### src/rtl/decim4_d4_core.sv
// Decimate-by-4 I/Q core: averages groups of 4 FIFO samples (or passes 1 through in bypass).
// Latency: first output written 6 cycles after start (3 in bypass), one output per 6 (3) cycles.
// Backpressure: reads stall while Empty_i is high, writes stall while Afull_i is high.
module decim4_d4_core #(
   parameter int DATAPATH_WIDTH = 12
) (
   input  logic                      clk,
   input  logic                      rst_a,
   input  logic                      start,
   input  logic                      Empty_i,
   input  logic                      Afull_i,
   input  logic [31:0]               config_reg,
   input  logic [DATAPATH_WIDTH-1:0] data_in_I,
   input  logic [DATAPATH_WIDTH-1:0] data_in_Q,
   output logic                      Read_Enable_fifo,
   output logic                      Write_Enable_fifo,
   output logic [DATAPATH_WIDTH-1:0] I_dec,
   output logic [DATAPATH_WIDTH-1:0] Q_dec,
   output logic [7:0]                status_reg
);

   localparam int AW = DATAPATH_WIDTH + 2;

   typedef enum logic [1:0] {IDLE, READ, OUT, DONE} state_t;

   state_t                    r_state;
   state_t                    w_state_nxt;
   logic [15:0]               r_num_out;
   logic                      r_bypass;
   logic [15:0]               r_out_cnt;
   logic [2:0]                r_rd_cnt;
   logic [2:0]                r_cap_cnt;
   logic                      r_cap_vld;
   logic [AW-1:0]             r_acc_i;
   logic [AW-1:0]             r_acc_q;
   logic [DATAPATH_WIDTH-1:0] r_i_dec;
   logic [DATAPATH_WIDTH-1:0] r_q_dec;
   logic                      r_done;

   logic                      w_start_acc;
   logic [2:0]                w_k;
   logic                      w_rd_pend;
   logic                      w_rd_en;
   logic                      w_wr_en;
   logic                      w_last_cap;
   logic [15:0]               w_cnt_nxt;
   logic [AW-1:0]             w_sum_i;
   logic [AW-1:0]             w_sum_q;
   logic                      w_unused;

   // Only num_out and bypass are meaningful in the config word.
   assign w_unused    = ^config_reg[31:17];

   assign w_start_acc = (r_state == IDLE) && start;
   assign w_k         = r_bypass ? 3'd1 : 3'd4;
   assign w_rd_pend   = (r_state == READ) && (r_rd_cnt < w_k);
   assign w_rd_en     = w_rd_pend && !Empty_i;
   assign w_wr_en     = (r_state == OUT) && !Afull_i;
   // Captures only happen in READ, so the group-closing capture always lands there.
   assign w_last_cap  = r_cap_vld && (r_cap_cnt == (w_k - 3'd1));
   assign w_cnt_nxt   = r_out_cnt + 16'd1;

   // Sign-extend the sample by two bits; four samples of width W always fit in W+2.
   assign w_sum_i = r_acc_i + {{2{data_in_I[DATAPATH_WIDTH-1]}}, data_in_I};
   assign w_sum_q = r_acc_q + {{2{data_in_Q[DATAPATH_WIDTH-1]}}, data_in_Q};

   assign Read_Enable_fifo  = w_rd_en;
   assign Write_Enable_fifo = w_wr_en;
   assign I_dec             = r_i_dec;
   assign Q_dec             = r_q_dec;
   assign status_reg        = {2'b00, r_bypass, 1'b0,
                               (r_state == OUT) && Afull_i,
                               w_rd_pend && Empty_i,
                               (r_state == READ) || (r_state == OUT),
                               r_done};

   // State register.
   always_ff @(posedge clk or posedge rst_a) begin
      if (rst_a) r_state <= IDLE;
      else       r_state <= w_state_nxt;
   end

   // Next-state decode: a run is READ/OUT pairs until num_out writes are done.
   always_comb begin
      w_state_nxt = r_state;
      case (r_state)
         IDLE:    if (start) w_state_nxt = (config_reg[15:0] == 16'd0) ? DONE : READ;
         READ:    if (w_last_cap) w_state_nxt = OUT;
         OUT:     if (w_wr_en) w_state_nxt = (w_cnt_nxt == r_num_out) ? DONE : READ;
         DONE:    w_state_nxt = IDLE;
         default: w_state_nxt = IDLE;
      endcase
   end

   // Datapath: config latch, read/capture counters, accumulation, output registers, done flag.
   always_ff @(posedge clk or posedge rst_a) begin
      if (rst_a) begin
         r_num_out <= '0;
         r_bypass  <= 1'b0;
         r_out_cnt <= '0;
         r_rd_cnt  <= '0;
         r_cap_cnt <= '0;
         r_cap_vld <= 1'b0;
         r_acc_i   <= '0;
         r_acc_q   <= '0;
         r_i_dec   <= '0;
         r_q_dec   <= '0;
         r_done    <= 1'b0;
      end else begin
         r_cap_vld <= w_rd_en;
         if (w_start_acc) begin
            r_num_out <= config_reg[15:0];
            r_bypass  <= config_reg[16];
            r_out_cnt <= '0;
            r_rd_cnt  <= '0;
            r_cap_cnt <= '0;
            r_acc_i   <= '0;
            r_acc_q   <= '0;
            r_done    <= 1'b0;
         end
         if (w_rd_en) r_rd_cnt <= r_rd_cnt + 3'd1;
         if (r_cap_vld) begin
            if (w_last_cap) begin
               // Taking bits [AW-1:2] is an arithmetic shift right by 2 (floor).
               r_i_dec   <= r_bypass ? data_in_I : w_sum_i[AW-1:2];
               r_q_dec   <= r_bypass ? data_in_Q : w_sum_q[AW-1:2];
               r_acc_i   <= '0;
               r_acc_q   <= '0;
               r_cap_cnt <= '0;
               r_rd_cnt  <= '0;
            end else begin
               r_acc_i   <= w_sum_i;
               r_acc_q   <= w_sum_q;
               r_cap_cnt <= r_cap_cnt + 3'd1;
            end
         end
         if (w_wr_en) r_out_cnt <= w_cnt_nxt;
         if (r_state == DONE) r_done <= 1'b1;
      end
   end

endmodule

### config.mk
export PLATFORM = sky130hd
export DESIGN_NAME = decim4_d4_core
export DESIGN_NICKNAME = d
export VERILOG_FILES = /design/src/rtl/decim4_d4_core.sv
export SDC_FILE = /design/constraint.sdc
export NUM_CORES = 1
export LEC_CHECK = 0
export CORE_MARGIN = 2
export CORE_UTILIZATION = 59
export CTS_CLUSTER_DIAMETER = 100
export CTS_CLUSTER_SIZE = 16
export DETAILED_ROUTE_END_ITERATION = 8
export MAX_ROUTING_LAYER = met4
export PLACE_DENSITY = 0.87
export SLEW_MARGIN = 15
export SYNTH_ARGS = -nofsm -noshare
export SYNTH_HDL_FRONTEND = slang
export SYNTH_SLANG_ARGS = --single-unit
### constraint.sdc
create_clock -name clk -period 9.5 [get_ports clk]
set_input_delay 1.9 -clock clk [delete_from_list [all_inputs] [get_ports clk]]
set_output_delay 1.9 -clock clk [all_outputs]
set_load 0.02 [all_outputs]
==> results list, run 1 <==
- After detailed routing, the number of remaining DRC violations is 0.
- Fin crit period: 5698 ps
- In this run the standard cell core region covers 9774 sq um.
- In this run the number of H-tree levels came out at 3.
* Share of the synthesized area in compound gates (AO/OA/AOI/OAI): 19.32%
* Final Max Slew Viols: 0
- The number of global-route vias before repair came to 5281.
- Arrival time worst endpoint: 3800 ps
- Std cell rows: 36
- Adder-cell share of the synthesized area: 8.056%
- The total overflow left after global routing is 0.
- After filler insertion, the fill cell instance count of the layout stands at 755.
- Summing all multi-input logic gate instances after layout gives 3342 sq um.
- Worst-skew pair later-pin latency: 390 ps
- The path class of the tightest hold or removal check is flop to flop.
- Max-cap violations: 0
- For the final routed database, the setup TNS stands at 0 ps.
* Number of distinct library cells after synthesis: 67
- Fraction of layout instances using a drive strength above 1: 7.582%
* DR vias: 5125
- Warnings, synthesis: 0
* Leakage power: 3.099 nW
* Post-route clock period utilization: 59.98%
- Number of antenna repair diodes: 0
- Hold repair after CTS inserted 0 buffers.
- Gates resized during post-CTS repair numbered 0.
- The worst-case IR drop observed on VDD is 0.0001829 V.
- Among all flip-flop cells after synthesis, the most frequent one is sky130_fd_sc_hd__dfrtp_1.
- WL final: 15.00 mm
- Setup Buffers After CTS: 0
* CTS tree: built
* Global-route wire length before repair: 25.49 mm
* Clock tree buffer depth: 2
* Number of buffer cells added on primary ports: 76
* Synthesis-to-layout area growth: 17.31%
* Data required, critical path: 7600 ps
* Critical Setup Path Class: input port to output port
- Antenna Nets Post-Route: 0
- By count the netlist is led by sky130_fd_sc_hd__dfrtp_1, sky130_fd_sc_hd__nand2_1, sky130_fd_sc_hd__o21ai_0.
* Basic-gate share of the synthesized area counting and, or, nand and nor cells: 17.17%
- For this run, the detailed router's first-pass iteration total came to 5.
- CTS Root Cell: sky130_fd_sc_hd__clkbuf_8
* Top post-synthesis cells by area: sky130_fd_sc_hd__dfrtp_1, sky130_fd_sc_hd__ha_1, sky130_fd_sc_hd__o21ai_0
- Share of synthesized registers carrying an async set or reset: 100.0%
- Final Hold Vio Count: 0
- Area fraction of the dominant cell type after synthesis: 40.07%
- Result of the run: complete, no violations
- Clock transition at the registers of the reported paths: 90 ps
- Hold slack: 496.4 ps
- FMAX: 0.1755 GHz
* Dominant combinational cell family by area after synthesis: compound AO/OA/AOI/OAI gates
* Total Power Consumption: 2.116 mW
- At the end of the flow, the number of nets in the layout was 793.
* Hold depth: 2
* Relative slew slack: 34.27%
* Seq. cell area: 2377 sq um
- Entering global routing, the biggest net connects 56 pins.
* Most area-hungry cell type in the Yosys netlist: sky130_fd_sc_hd__dfrtp_1
- Counting flops with a built-in enable in the synthesized netlist gives 0.
* Total Routing Usage GR: 29.66%
* Starting utilization of the core area: 60.70%
- Measured slew at the worst slew-check pin: 986.0 ps
* Category of the worst setup path launch point: input port
* DP HPWL: 10.41 mm
- Setup repair after global routing left no endpoint under its margin.
- In the final routed layout, each cell accounts on average for 18.02 microns.
* Xor and xnor area share after synthesis: 6.348%
- Count of boundary I/O pins: 95
- In the routed layout, each cell is associated on average with a via count of 6.160.
* Mapped Area: 5933 sq um
* Fraction of the yosys area taken by sequential cells: 40.07%
- Synthesis produced a netlist whose cell count is 636.
- Die ar.: 10870 sq um
- Multiplexer share of the synthesized area: 5.103%
* Final Core Density: 71.21%
- Die X-Extent: 104.3 microns
* Post-Synthesis Mean Instance Area: 9.329 sq um
* Critical path peak fanout: 8
- Setup violations remaining at the end of the flow were counted as 0.
- Number of storage elements in the synthesis netlist: 95
- The initial antenna violation count is 0.
- Top-count cell post-synth: sky130_fd_sc_hd__dfrtp_1
- In this run, the number of DRC markers left after iteration 0 of detailed routing was 278.
- Die span in y: 104.3 microns
* Element type at the critical path end: output port
- CTS Buf Count: 9
- For this design the ratio of total power to cell area is 303.9 nW/um^2.
* Final weighted congestion in routability-driven placement: 0.9616
- The number of cells on the worst reg-to-reg path is 8.
- Across the routed clock network, the largest skew measured is 18.35 ps.
* Clock sink count: 95
[flip-flops by register name, summed over array words and instances (netlist names), 2 cells and up]
| signal | flops |
|---|---|
| Q_dec | 12 |
| r_num_out | 16 |
| r_rd_cnt | 3 |
| r_cap_cnt | 3 |
| r_acc_i | 14 |
| r_acc_q | 14 |
| r_state | 2 |
| I_dec | 12 |
| r_out_cnt | 16 |
[cell usage in the layout (no fill, tap or decap), drive strengths merged, types with 7 or more instances in the layout]
cell type / instances
clkdlybuf4s50: 76
dfrtp: 95
ha: 35
xnor2: 20
mux2i: 10
a31oi: 9
o31ai: 9
nand2: 66
a21o: 11
nor2b: 7
nand2b: 7
nand3: 23
a22o: 14
and3: 12
o21ai: 68
clkbuf: 10
a21oi: 34
xor2: 23
inv: 18
mux2: 18
nor2: 47
[final timing paths]
| check | from | end | slack [ps] |
|---|---|---|---|
| max | Empty_i | Read_Enable_fifo | 3800 |
| max reg2reg | r_acc_i[3] | I_dec[11] | 6720 |
| max in group asynchronous | rst_a | r_num_out[2] | 6400 |
| min in group asynchronous | rst_a | r_acc_q[0] | 1930 |
| min | r_acc_i[8] | r_acc_i[8] | 500 |
| min reg2reg | r_acc_i[8] | r_acc_i[8] | 500 |
[worst max-delay path, stage by stage]
cell                              delay, ps
sky130_fd_sc_hd__clkdlybuf4s50_1        440
sky130_fd_sc_hd__nor4bb_2               700
sky130_fd_sc_hd__clkdlybuf4s50_1        750
[routing by layer]
layer | up-vias | track usage, % | part of all wire, %
met3 | 30 | 5.013 | 5.9
met5 | - | - | 0
met1 | 2501 | 38.28 | 44
li1 | 2394 | - | -
met2 | 200 | 46.78 | 48
met4 | 0 | 11.87 | 2.0
[metrics by stage]
| stage | cells | cell area, sq um | worst slack [ps] |
|---|---|---|---|
| after floorplan | 638 | 5941 | 5080 |
| after global placement | 817 | 6758 | 3623 |
| after detailed placement | 817 | 6758 | 3550 |
| after CTS | 832 | 6954 | 3513 |
| after global routing | 832 | 6960 | 3662 |
| final | 832 | 6960 | 3802 |
[cell type report]
cell class,count,area share [%]
sequential,95,34.15
clock inverter,5,0.8449
tap,133,2.391
inverter,19,1.043
timing repair buffer,82,11.58
multi-input combinational,488,48.01
clock buffer,10,1.977
[where the power goes]
part / internal, mW / leakage (nW) / switching, mW
registers: 0.565 / 1.21 / 0.124
clock network: 0.127 / 0.0944 / 0.148
logic: 0.503 / 1.80 / 0.648
total: 1.20 / 3.10 / 0.920
[cell families (layout without fill, tap and decap cells)]
| kind of cell | count (synthesis) | in the layout |
|---|---|---|
| multiplexers | 28 | 28 |
| buffers and inverters | 55 | 116 |
| other | 1 | 3 |
| adder cells (fa/ha/maj) | 37 | 37 |
| flip-flops | 95 | 95 |
| AO/OA/AOI/OAI | 177 | 177 |
| XOR/XNOR | 43 | 43 |
| AND/OR/NAND/NOR | 200 | 200 |
Note: power is estimated with default switching activity, not from simulation.
==> run 2, diff against run 1 <==
Settings changed: CORE_UTILIZATION 59 to 55, PLACE_DENSITY 0.87 to 0.82.
Clock period 9.5 ns to 5.42 ns, I/O delays scaled along.
==> run 2 against run 1 <==
Compared with the run above:
- sequential power up 74%
- non-clock buffer count up 1
- first-iteration DRC count up 26%
- register-to-register slack worse by 4000 ps
- critical path depth up 1
- setup slack worse by 2200 ps
- combinational power up 75%
- utilization down 4.3 points
- final area up 0.18%
- global-route usage down 2.6 points
- critical endpoint is now Write_Enable_fifo
- largest power group unchanged
==> results list, run 2 (synthesis results as in run 1) <==
- The number of optimization iterations in the first detailed-route pass came to 5 (unchanged).
- Floorplan Core Area: 10420 sq um (+6.6%)
- The worst setup skew after layout was 12.93 ps (-5.420 ps).
- Derived from the worst setup path, the maximum achievable clock frequency is 0.2635 GHz.
* Number of nets at the end of the flow: 794 (+0.13%)
* Die X-Extent: 107.9 microns (+3.4%)
- Count of boundary I/O pins: 95 (unchanged)
* Element type at the critical path end: output port
- The full die area was 11630 sq um (+7.0%).
- The cell area after layout came to 6973 sq um (+0.18%).
* Final weighted congestion in routability-driven placement: 0.9318 (-3.1%)
- Routed wirelength normalized by instance count: 17.67 microns (-1.9%)
- Power density over the cells: 530.6 nW/um^2 (+75%)
* Tightest Hold Check Type: flop to flop
- The count of port buffers added during placement came to 76 (unchanged).
- The number of placement rows came to 37 (+2.8%).
- The chip height was 107.9 microns (+3.4%).
- Relative slew slack: 35.42% (+1.2 points)
- The buffers inserted during post-CTS setup optimization was 0 (unchanged).
- Fraction of layout instances using a drive strength above 1: 7.703% (+0.12 points)
* Max-cap violations: 0 (unchanged)
- In the finished design, the share of the clock period the worst path needs comes to 70.02%.
- Clock sink count: 95 (unchanged)
- Result of the run: complete, no violations
- Total Routing Usage GR: 27.04% (-2.6 points)
- GRT Residual Overflow: 0 (unchanged)
- The largest registers in the layout are r_num_out (16), r_out_cnt (16).
* Clock tree buffer depth: 2 (unchanged)
- Number of antenna repair diodes: 0 (unchanged)
* Most frequent cells in the layout: sky130_fd_sc_hd__dfrtp_1, sky130_fd_sc_hd__clkdlybuf4s50_1, sky130_fd_sc_hd__nand2_1, sky130_fd_sc_hd__o21ai_0, sky130_fd_sc_hd__nor2_1
* Antenna violations before repair: 0 (unchanged)
- The via count came to 5117 (-0.16%).
- The clock-pin slew on the worst setup and hold paths was 100 ps (about the same).
- Final Hold Vio Count: 0 (unchanged)
* Final Core Density: 66.94% (-4.3 points)
- The post-layout instance count excluding filler cells came to 837 (+0.60%).
- The worst endpoint required time came to 4340 ps (-3260 ps).
- WL final: 14.79 mm (-1.4%)
* Post-DR vias/cell: 6.114 (-0.75%)
- Maximum number of pins on one net before global-route repair: 55 (-1.8%)
- The number of fill cells was 823 (+9.0%).
- The critical path is of the input port to output port type.
- Residual DRC count: 0 (unchanged)
* Post-DP Area: 6769 sq um (+0.17%)
- Antenna Nets Post-Route: 0 (unchanged)
- The worst-path maximum fanout is 7 (-1).
* Most common cell after layout, fill and taps aside: sky130_fd_sc_hd__dfrtp_1
- Starting utilization of the core area: 56.96% (-3.7 points)
- Synthesis-to-layout area growth: 17.52%
- The clock latency at the later pin of the worst-skew pair came to 390 ps (about the same).
- The number of global-route vias before repair came to 5063 (-4.1%).
- Category of the worst setup path launch point: input port
- The cell count after placement is 821 (+0.49%).
- The routed design could run at a clock period as short as 3795 ps.
* CTS H-tree lvls: 3 (unchanged)
- Setup repair after global routing missed its margin: false
- Max VDD drop: 0.0002648 V (+45%)
* DP HPWL: 10.34 mm (-0.65%)
- The actual slew at the worst max-slew pin was 965.1 ps (-20.84 ps).
- The leakage dissipation came to 3.111 nW (+0.39%).
* Detailed Route Iter0 Violations: 351 (+26%)
* Final count of negative-setup-slack endpoints: 0 (unchanged)
* Arrival time worst endpoint: 2710 ps (-1090 ps)
* Final Max Slew Viols: 0 (unchanged)
- CTS-repair resized insts: 0 (unchanged)
* CTS Root Cell: sky130_fd_sc_hd__clkbuf_8
- Global-route wire length before repair: 24.27 mm (-4.8%)
* Sum of negative setup slack: 0 ps (unchanged)
- The total CTS buffers is 9 (unchanged).
* CTS tree: built
* Hold buffers post-CTS: 0 (unchanged)
[run 2: worst max-delay path, stage by stage]
cell,delay [ps]
sky130_fd_sc_hd__clkdlybuf4s50_1,420
sky130_fd_sc_hd__nand2b_1,240
sky130_fd_sc_hd__inv_1,290
sky130_fd_sc_hd__clkdlybuf4s50_1,670
[run 2: final timing paths]
path / slack (ps) / startpoint / cells past startpoint / endpoint
worst min register to register: 490 / r_done / 1 / r_done
min in group asynchronous: 1190 / rst_a / 2 / r_out_cnt[8]
worst max-delay path: 1630 / Afull_i / 4 / Write_Enable_fifo
max in group asynchronous: 3180 / rst_a / 3 / r_acc_i[10]
worst min-delay path: 490 / r_done / 1 / r_done
worst max register to register: 2690 / r_acc_i[3] / 8 / I_dec[11]
[run 2: power breakdown]
group / leakage (nW) / internal, mW / switching, mW / total, mW
clock: 0.102 / 0.219 / 0.267 / 0.486
combinational: 1.80 / 0.881 / 1.13 / 2.01
sequential: 1.21 / 0.991 / 0.212 / 1.20
[run 2: layout make-up]
type	count	area [sq um]	share of cell area, %
clock buffer	13	178.9	2.566
inverter	19	72.57	1.041
tap	136	170.2	2.440
timing repair buffer	83	813.3	11.66
clock inverter	3	25.02	0.3589
sequential	95	2377	34.09
multi-input combinational	488	3336	47.84
[run 2: through the flow]
step	power [mW]	hold WS [ps]	worst slack [ps]
2_1_floorplan	2.577	450.4	1859
3_3_place_gp	3.103	461.2	1680
3_5_place_dp	3.186	464.7	1586
4_1_cts	3.678	486.1	1654
5_1_grt	3.955	514.5	1612
6_report	3.700	485.5	1625
[run 2: metal layers]
| layer | routed length (microns) | part of all wire [%] | GRT usage, % |
|---|---|---|---|
| met1 | 6580 | 44 | 36.52 |
| met2 | 6981 | 47 | 42.23 |
| met3 | 1033 | 7.0 | 4.479 |
| met4 | 197 | 1.3 | 8.059 |
| met5 | 0 | 0 | - |
